## config.mk

```make
export PLATFORM = sky130hd
export DESIGN_NAME = sync_fifo
export DESIGN_NICKNAME = d
export VERILOG_FILES = /design/src/rtl/store_stream_checker_fifo.sv
export SDC_FILE = /design/constraint.sdc
export NUM_CORES = 1
export LEC_CHECK = 0
export CAP_MARGIN = 20
export CORE_MARGIN = 2
export CORE_UTILIZATION = 65
export CTS_BUF_LIST = sky130_fd_sc_hd__clkbuf_16
export DETAILED_ROUTE_END_ITERATION = 8
export GPL_TIMING_DRIVEN = 0
export PLACE_DENSITY = 0.84
export SLEW_MARGIN = 40
export SYNTH_ARGS = -nofsm -noshare
export SYNTH_HDL_FRONTEND = slang
export SYNTH_SLANG_ARGS = --single-unit
```

## constraint.sdc

```tcl
create_clock -name clk -period 6.9 [get_ports clk]
set_input_delay 1.38 -clock clk [delete_from_list [all_inputs] [get_ports clk]]
set_output_delay 1.38 -clock clk [all_outputs]
set_load 0.005 [all_outputs]
```

## src/rtl/store_stream_checker_fifo.sv

```systemverilog
// Synchronous FIFO holding expected store entries.
//   clk, reset : clock, asynchronous active-high reset (pointers only)
//   push, din  : write request and data (accepted when not full, or when a
//                pop happens in the same cycle)
//   pop, dout  : read request and head-of-queue data (show-ahead)
//   full, empty: occupancy flags from the extra-MSB pointer compare
module sync_fifo #(
  parameter int WIDTH = 12,
  parameter int DEPTH = 16
) (
  input  logic             clk,
  input  logic             reset,
  input  logic             push,
  input  logic [WIDTH-1:0] din,
  input  logic             pop,
  output logic [WIDTH-1:0] dout,
  output logic             full,
  output logic             empty
);

  localparam int AW = $clog2(DEPTH);

  logic [AW:0]      wptr;
  logic [AW:0]      rptr;
  logic [WIDTH-1:0] mem [DEPTH];
  logic             do_pop;
  logic             do_push;

  assign empty   = (wptr == rptr);
  assign full    = (wptr[AW] != rptr[AW]) && (wptr[AW-1:0] == rptr[AW-1:0]);
  assign do_pop  = pop && !empty;
  // A pop frees the head slot on this edge, so a push into a full FIFO is safe then.
  assign do_push = push && (!full || do_pop);
  assign dout    = mem[rptr[AW-1:0]];

  always_ff @(posedge clk or posedge reset) begin
    if (reset) begin
      wptr <= '0;
      rptr <= '0;
    end else begin
      if (do_push) wptr <= wptr + 1'b1;
      if (do_pop)  rptr <= rptr + 1'b1;
    end
  end

  always_ff @(posedge clk) begin
    if (do_push) mem[wptr[AW-1:0]] <= din;
  end

endmodule

```

### Word-level counts from Yosys, hierarchy flattened

Memory sizes are Yosys's and may differ from the RTL's.
Index checks and enable logic that the tools add are counted.

| storage, ports and cells | value |
|---|---|
| flip-flop bits (word level) | 10 |
| memory bits (writable) | 192 |
| input port bits | 16 |
| output and inout bits | 14 |
| word-level logic and storage cells | 16 |
| memories | 1 |

| cells by class | value |
|---|---|
| $add $sub $neg | 2 |
| equality and inequality tests | 3 |
| mux-type cells | 2 |
| reductions and logical operators | 6 |

Memory list:

| name | depth | bits a word | read ports | clocked after memory_dff | wr ports | RTL line | RTL |
|---|---|---|---|---|---|---|---|
| mem | 16 | 12 | 1 | 0 | 1 | 25 | `logic [WIDTH-1:0] mem [DEPTH];` |

Operators with widths:

| cell | number |
|---|---|
| 5-bit by 1-bit adder with 5-bit output (second input constant) | 2 |
| 5-bit equality test | 1 |
| 4-bit equality test | 1 |
| 1-bit logical AND | 3 |
| 1-bit logical NOT | 2 |
| 1-bit two-way mux | 2 |
| 1-bit logical OR | 1 |
| 1-bit != test | 1 |

### Longest topological paths before layout

Gate-level depths: netlist of the first run.

| logic depth | value |
|---|---|
| depth after elaboration | 7 |
| gate-level depth with buffers | 7 |
| depth with buffers taken out | 5 |

### Least setup slack after synthesis of the first run

Ideal clock, no wire load.

| timing | value |
|---|---|
| path kind | flip-flop to output port |
| start point | register rptr[0] |
| end point | output port dout[10] |
| arrival | 1.555 ns |
| required time | 5.520 ns |
| setup slack | 3.965 ns |
| cell stages (with the launch flop) | 6 |
| path buffers | 2 |
| cell sequence | dfrtp_1 -> buf_2 -> buf_2 -> mux4_2 -> a22oi_1 -> nand2_1 |

| between the ends | value |
|---|---|
| word-level cells in the longest chain between the ends | 1 |

RTL lines:

| element | RTL line | RTL |
|---|---|---|
| from (decl) | 24 | `logic [AW:0] rptr;` |
| from (signal assigned) | 42 | `if (do_pop) rptr <= rptr + 1'b1;` |
| memory read 16 x 12 bit | -- |  |
| to (decl) | 16 | `output logic [WIDTH-1:0] dout,` |

Every way passes these cells.

### Worst setup path after layout of the first run

| timing | value |
|---|---|
| start point | register rptr[1] |
| end point | output port dout[9] |

The elaborated chain is that of the path after synthesis.

==> metrics, run 1 <==
Post-Syn Area per Cell=21.7 um^2; setup violators final=0; # DRC=0; ranking of synthesized cells by area=edfxtp_1 (73%), mux4_2 (14%), dfrtp_1 (3.2%); # port buffers=29; CP Launch Point=rptr[1]; pwr/cell area=423 nW/um^2; Vert. Die Dim=114 um; ANT cells=0; Post-synth EDFFs=192; largest net degree at the start of global routing=17; FF-to-FF path depth=4; clock-pin slew on the worst setup and hold paths=0.06 ns; Max clock buf depth=3; layout cell share with drive strength beyond 1=0.230; status=complete, no violations; initial antenna violation count=0; register area share after synthesis=0.759; hold_ws=0.502 ns; Slew headroom=0.410; DRT iter0 DRCs=522; clock sink count=202; Critical Path Fanout Max=10; die area=13100 um^2; startpoint types=register; CTS resizes=0; gr ovfl total=0; Fmax achieved=228 MHz; most common cell after layout, fill and taps aside=edfxtp_1; max-cap viol count=0; Hold Fails Final Rpt=0; fin nets=438; cts bufs inserted=20; Setup crit end=dout[9]; DR vias=3846; share of the synthesized area in the top cell type=0.727; capture point of the worst reg-to-reg path=mem[4][9]; clock root buffer master=clkbuf_16; Routed WL=16000 um; GPL Wtd Cong=0.824; Cells after Synth=365; drt wl/cell=27.6 um; setup tns final=0 ns; CP Capture Type=output pin; post-CTS setup buffer count=0; Core ar.=12000 um^2; Cell Rows=40; vias per inst=6.65; die width=114 um; Seq cells post-synth=202; synthesized area=7930 um^2; Hold-fix buffers, CTS=0; RR Startpoint=wptr[4]; Hold Crit Class=register to register; Pre-antenna DRT Iters=4; CP arrival=3.01 ns; most frequent cells in the layout=edfxtp_1 (192), mux4_2 (48), clkdlybuf4s50_1 (29); initial core utilization=0.663; io pins=30; number of routed nets with antenna violations=0; crit path time final=4.39 ns; Setup CP Type=register to output pin; r2r setup slk=4.58 ns; Leak=3.01 nW; Async SR Flop Fraction=0.0495; VDD IR-drop max=0.000290 V; CTS tree=done; Yosys cell types=27; vias in the first global route=4041; Layout area overhead=14.0%; H-tree depth=1; gr usage total=0.258; cell taking the most area after synthesis=edfxtp_1; Clock Latency Late Sink=0.49 ns; worst slew pin tran=0.885 ns; Detail Placement HPWL=9580 um; prevailing post-synth register cell=edfxtp_1; WP data required=5.52 ns; first-pass GRT wire length=24000 um; fin crit share=0.636; Slew Viols, Final=0; RSZ-0062 raised after global routing=false; Layout Skew=0.00755 ns; Yosys warnings=0; syn nets=386
==> metrics by stage <==
| stage | cell area (um^2) | cells | total power, mW | utilization | setup slack (ns) |
|---|---|---|---|---|---|
| floorplan | 7930 | 365 | 2.35 | - | 3.97 |
| global placement | 8400 | 541 | 2.76 | 0.703 | 2.85 |
| detailed placement | 8420 | 542 | 2.82 | 0.704 | 3.03 |
| CTS | 9040 | 578 | 3.84 | 0.756 | 2.49 |
| global route | 9040 | 578 | 3.97 | 0.756 | 2.44 |
| finish | 9040 | 578 | 3.82 | 0.756 | 2.51 |
==> logic make-up after synthesis <==
kind of cell / share of synthesized area
buf+inv: 0.0148
simple gates: 0.0330
xor+xnor: 0.0191
compound gates: 0.0289
fa+ha+maj: 0.00789
mux: 0.138
flops: 0.759
==> flip-flops by register name (all words and copies together), names as in the netlist <==
signal  cells
mem       192
rptr        5
wptr        5
==> cells in the mapped netlist, drive strengths merged, types with 2 or more instances <==
cell type  number
nor2            3
dfrtp          10
inv             4
clkbuf          9
and2            2
a22oi          24
xnor2          12
nand3           2
mux4           48
and3           13
edfxtp        192
ha              5
nand4           3
buf            10
nor2b           7
nand2          14
==> layout make-up <==
class | count | area (um^2)
plain buffers | 19 | 103
clock buffers | 21 | 526
clock inverters | 15 | 92.6
fillers | 627 | 2920
inverters | 4 | 15.0
multi-input cells | 140 | 1810
flip-flops and latches | 202 | 6020
well taps | 147 | 184
repair buffers | 30 | 295
==> critical path, stage by stage (launching register included) <==
cell	delay (ns)
dfrtp_1	0.35
buf_2	0.20
clkbuf_1	0.69
mux4_2	0.42
a22oi_1	0.28
nand2_1	0.12
clkdlybuf4s50_1	0.46
==> routing by layer <==
layer  track usage  routed length (um)  vias up
met1         0.364                6330     2018
li1              -                   -     1621
met5             0                   0        -
met2         0.431                8280      179
met4        0.0764                 335        0
met3        0.0397                1020       28
==> worst min-delay path by stage <==
| stage | to | slack [ns] | depth (start not counted) | start |
|---|---|---|---|---|
| after floorplan | wptr[4] | 0.46 | 1 | wptr[4] |
| after global placement | wptr[4] | 0.48 | 1 | wptr[4] |
| after detailed placement | rptr[4] | 0.50 | 1 | rptr[4] |
| after CTS | rptr[4] | 0.51 | 1 | rptr[4] |
| after global routing | rptr[4] | 0.52 | 1 | rptr[4] |
| final | rptr[4] | 0.50 | 1 | rptr[4] |
==> where the power goes <==
group,switching (mW),internal [mW]
registers,0.0619,1.49
logic,0.651,0.600
clock network,0.430,0.587
Note: power is estimated with default switching activity, not from simulation.
==> inputs of run 2 (changes only) <==
CORE_UTILIZATION = 60   (was 65)
PLACE_DENSITY = 0.79   (was 0.84)
clock period = 4.25 ns   (was 6.9 ns; I/O delays follow)
==> metrics, run 2 (synthesis gave the netlist of run 1 again) <==
status=complete, no violations; CP arrival=2.87 ns (-0.14 ns); Max clock buf depth=3 (unchanged); Slew headroom=0.399 (-0.0109); Setup crit end=dout[9]; Hold-fix buffers, CTS=0 (unchanged); Cell Rows=42 (+5.0%); # DRC=0 (unchanged); Buffers & Inverters on Critical Path=3 (unchanged); Routed WL=16700 um (+4.6%); ANT cells=0 (unchanged); most common cell after layout, fill and taps aside=edfxtp_1; CTS tree=done; max-cap viol count=0 (unchanged); Layout Skew=0.00597 ns (-0.00159 ns); Clock Latency Late Sink=0.47 ns (-0.02 ns); initial core utilization=0.606 (-0.0569); io pins=30 (unchanged); Worst path max stage delay=0.65 ns (-0.04 ns); Slew Viols, Final=0 (unchanged); setup tns final=0 ns (unchanged); most frequent cells in the layout=edfxtp_1 (192), mux4_2 (48), clkdlybuf4s50_1 (29); footprint of the multi-input gates=1830 um^2 (+0.83%); RR Startpoint=wptr[4]; fin nets=439 (+0.23%); FF-to-FF path depth=4 (unchanged); first-pass GRT wire length=24800 um (+3.2%); Critical Path Fanout Max=10 (unchanged); largest net degree at the start of global routing=17 (unchanged); fin crit share=0.875; RSZ-0062 raised after global routing=false; layout cell share with drive strength beyond 1=0.241 (+0.0110); Hold Fails Final Rpt=0 (unchanged); final instance area=9070 um^2 (+0.33%); vias in the first global route=4087 (+1.1%); CP Capture Type=output pin; Leak=3.02 nW (+0.28%); CTS resizes=0 (unchanged); Placed Instance Area=8470 um^2 (+0.64%); vias per inst=6.38 (-4.1%); clock-pin slew on the worst setup and hold paths=0.06 ns (about the same); r2r setup slk=1.87 ns (-2.71 ns); H-tree depth=1 (unchanged); CP Launch Point=rptr[1]; startpoint types=register; die area=14200 um^2 (+8.0%); VDD IR-drop max=0.000446 V (+54%); DR vias=3880 (+0.88%); clock sink count=202 (unchanged); Fmax achieved=269 MHz; WP data required=3.40 ns (-2.12 ns); capture point of the worst reg-to-reg path=mem[12][3]; drt wl/cell=27.5 um (-0.52%); Levels on crit path=6 (unchanged); crit path time final=3.72 ns; # port buffers=29 (unchanged); die width=119 um (+3.9%); pwr/cell area=676 nW/um^2 (+60%); cts bufs inserted=20 (unchanged); CP delay by family, top=buffers and inverters; Core ar.=13100 um^2 (+9.4%); Detail Placement HPWL=9470 um (-1.1%); Layout area overhead=14.4%; post-CTS setup buffer count=0 (unchanged); worst slew pin tran=0.902 ns (+0.0163 ns); fillers=794 (+27%); setup violators final=0 (unchanged); slowest stage cell, crit path=clkbuf_1; Hold Crit Class=register to register; initial antenna violation count=0 (unchanged); Vert. Die Dim=119 um (+3.9%); gr ovfl total=0 (unchanged); number of routed nets with antenna violations=0 (unchanged); clock root buffer master=clkbuf_16; gr usage total=0.247 (-0.0119); Reg area=6020 um^2 (unchanged); DRT iter0 DRCs=454 (-13%); Setup CP Type=register to output pin; GPL Wtd Cong=0.770 (-6.5%); Pre-antenna DRT Iters=5 (+1); cells along the critical path=buf_2, clkbuf_1, mux4_2, a22oi_1, nand2_1, clkdlybuf4s50_1; max reg flops=192 (unchanged)
[run 2: worst min-delay path by stage]
stage,cells past startpoint,to,startpoint
after floorplan,1,wptr[4],wptr[4]
after global placement,1,wptr[4],wptr[4]
after detailed placement,1,rptr[4],rptr[4]
after CTS,1,rptr[4],rptr[4]
after global routing,1,rptr[4],rptr[4]
final,1,rptr[4],rptr[4]
[run 2: cell type report]
class,instances,area share
Multi-Input combinational cell,140,0.201
Sequential cell,202,0.663
Tap cell,176,0.0243
Inverter,4,0.00165
Timing Repair Buffer,31,0.0334
Clock inverter,15,0.00690
Clock buffer,21,0.0579
Buffer,19,0.0114
[run 2: stage by stage]
step                      cells  setup slack [ns]  hold WS, ns  total power [mW]   util
after floorplan             365              1.85        0.462              3.82      -
after global placement      570             0.303        0.480              4.52  0.645
after detailed placement    572             0.996        0.490              4.59  0.648
after CTS                   608             0.466        0.499              6.17  0.692
after global routing        608             0.415        0.521              6.38  0.693
final                       608             0.531        0.493              6.13  0.693
[run 2: where the power goes]
part	internal, mW	total (mW)	switching [mW]
Combinational	0.980	2.04	1.06
Clock	0.889	1.57	0.682
Sequential	2.42	2.52	0.0996
[run 2: per-layer routing]
metal | global-route usage | up-vias | share of wire
met5 | 0 | - | 0
met4 | 0.0751 | 0 | 0.022
met3 | 0.0493 | 31 | 0.091
met2 | 0.398 | 202 | 0.50
met1 | 0.348 | 2024 | 0.39
li1 | - | 1623 | -
==> inputs of run 3 (changes only) <==
MAX_ROUTING_LAYER = met4   (was unset)
SKIP_CTS_REPAIR_TIMING = 1   (was unset)
==> metrics, run 3 (synthesis gave the netlist of run 1 again) <==
DR vias=3872 (-0.21%); final instance area=9070 um^2 (unchanged); RSZ-0062 raised after global routing=false; largest net degree at the start of global routing=17 (unchanged); initial core utilization=0.606 (unchanged); Setup CP Type=register to output pin; WHS Endpoint=rptr[4]; vias per inst=6.37 (-0.21%); # port buffers=29 (unchanged); CP Capture Type=output pin; status=complete, no violations; setup violators final=0 (unchanged); DRT iter0 DRCs=462 (+1.8%); WP data required=3.40 ns (about the same); Cell Rows=42 (unchanged); gr usage total=0.254 (+0.00764); number of routed nets with antenna violations=0 (unchanged); r2r setup slk=1.91 ns (+0.04 ns); fin nets=439 (unchanged); grt peak-use layer=met2; Pre-antenna DRT Iters=5 (unchanged); capture point of the worst reg-to-reg path=mem[12][3]; Detail Placement HPWL=9470 um (unchanged); Hold Crit Depth=1 (unchanged); Slew headroom=0.417 (+0.0183); io pins=30 (unchanged); die width=119 um (unchanged); Hold Crit Class=register to register; Fmax achieved=269 MHz (about the same); final core utilization=0.693 (unchanged); ANT cells=0 (unchanged); die area=14200 um^2 (unchanged); startpoint types=register; FF-to-FF path depth=4 (unchanged); crit path time final=3.72 ns (+0.00120 ns); first-pass GRT wire length=24800 um (+0.11%); Inst Count DP=572 (unchanged); Clock Latency Late Sink=0.48 ns (about the same); cts bufs inserted=20 (unchanged); CP arrival=2.87 ns (about the same); VDD IR-drop max=0.000444 V (-0.39%); layout cell share with drive strength beyond 1=0.241 (unchanged); Core ar.=13100 um^2 (unchanged); pwr/cell area=676 nW/um^2 (about the same); routing usage on met1=0.350 (+0.00212); H-tree depth=1 (unchanged); fin crit share=0.875 (about the same); setup tns final=0 ns (unchanged); Vert. Die Dim=119 um (unchanged); gr ovfl total=0 (unchanged); Max clock buf depth=3 (unchanged); Layout Skew=0.00613 ns (+0.000162 ns); max-cap viol count=0 (unchanged); initial antenna violation count=0 (unchanged); met3 usage=0.0489 (-0.000479); clock sink count=202 (unchanged); max reg flops=192 (unchanged); Layout area overhead=14.4% (unchanged); Hold Crit Start=rptr[4]; Hold Fails Final Rpt=0 (unchanged); drt wl/cell=27.4 um (-0.29%); clock-pin slew on the worst setup and hold paths=0.06 ns (about the same); Leak=3.02 nW (unchanged); RR Startpoint=wptr[4]; clock root buffer master=clkbuf_16; Slew Viols, Final=0 (unchanged); most common cell after layout, fill and taps aside=edfxtp_1; most frequent cells in the layout=edfxtp_1 (192), mux4_2 (48), clkdlybuf4s50_1 (29); met2 usage=0.397 (-0.00108); Critical Path Fanout Max=10 (unchanged); Placed Instance Area=8470 um^2 (unchanged); # DRC=0 (unchanged); Routed WL=16700 um (-0.29%); worst slew pin tran=0.874 ns (-0.0274 ns); CTS tree=done; GPL Wtd Cong=0.781 (+1.4%); fin cells=608 (unchanged); vias in the first global route=4076 (-0.27%)
==> run 3: cell counts in the layout (fill, tap and decap cells not counted) <==
Identical to the previous run, type by type.
==> run 3: worst max-delay path by stage <==
stage	from	endpoint	slack, ns	depth (start not counted)
after floorplan	rptr[0]	dout[10]	1.85	5
after global placement	pop	mem[3][8]	0.30	3
after detailed placement	rptr[1]	dout[6]	1.0	6
after CTS	rptr[1]	dout[6]	0.47	6
after global routing	rptr[0]	dout[4]	0.42	6
final	rptr[1]	dout[5]	0.53	6
==> run 3: report_power, final <==
group          switching (mW)  internal (mW)  leakage, nW
Sequential              0.101           2.42         1.85
Clock                   0.680          0.889        0.320
Combinational            1.06          0.980        0.847
==> run 3: area by class of cell <==
cell class / count / area, um^2
flip-flops and latches: 202 / 6020
fillers: 794 / 4010
multi-input cells: 140 / 1830
clock buffers: 21 / 526
repair buffers: 31 / 303
well taps: 176 / 220
plain buffers: 19 / 104
clock inverters: 15 / 62.6
inverters: 4 / 15.0
==> run 3: metrics by stage <==
stage / power [mW] / hold slack (ns) / setup WS, ns
2_1_floorplan: 3.82 / 0.462 / 1.85
3_3_place_gp: 4.52 / 0.480 / 0.303
3_5_place_dp: 4.59 / 0.490 / 0.996
4_1_cts: 6.17 / 0.499 / 0.466
5_1_grt: 6.38 / 0.521 / 0.415
6_report: 6.13 / 0.493 / 0.530
==> run 3: routing by layer <==
| layer | wire [um] | up-vias | part of all wire |
|---|---|---|---|
| li1 | - | 1623 | - |
| met4 | 352 | 0 | 0.021 |
| met2 | 8360 | 210 | 0.50 |
| met1 | 6370 | 2010 | 0.38 |
| met5 | 0 | - | 0 |
| met3 | 1570 | 29 | 0.095 |
==> run 3: worst max-delay path, cell delays in order (launching register included) <==
cell and delay, ns:
dfrtp_1 0.36, buf_2 0.19, clkbuf_1 0.63, mux4_2 0.42, a22oi_1 0.23, nand2_1 0.11, clkdlybuf4s50_1 0.46
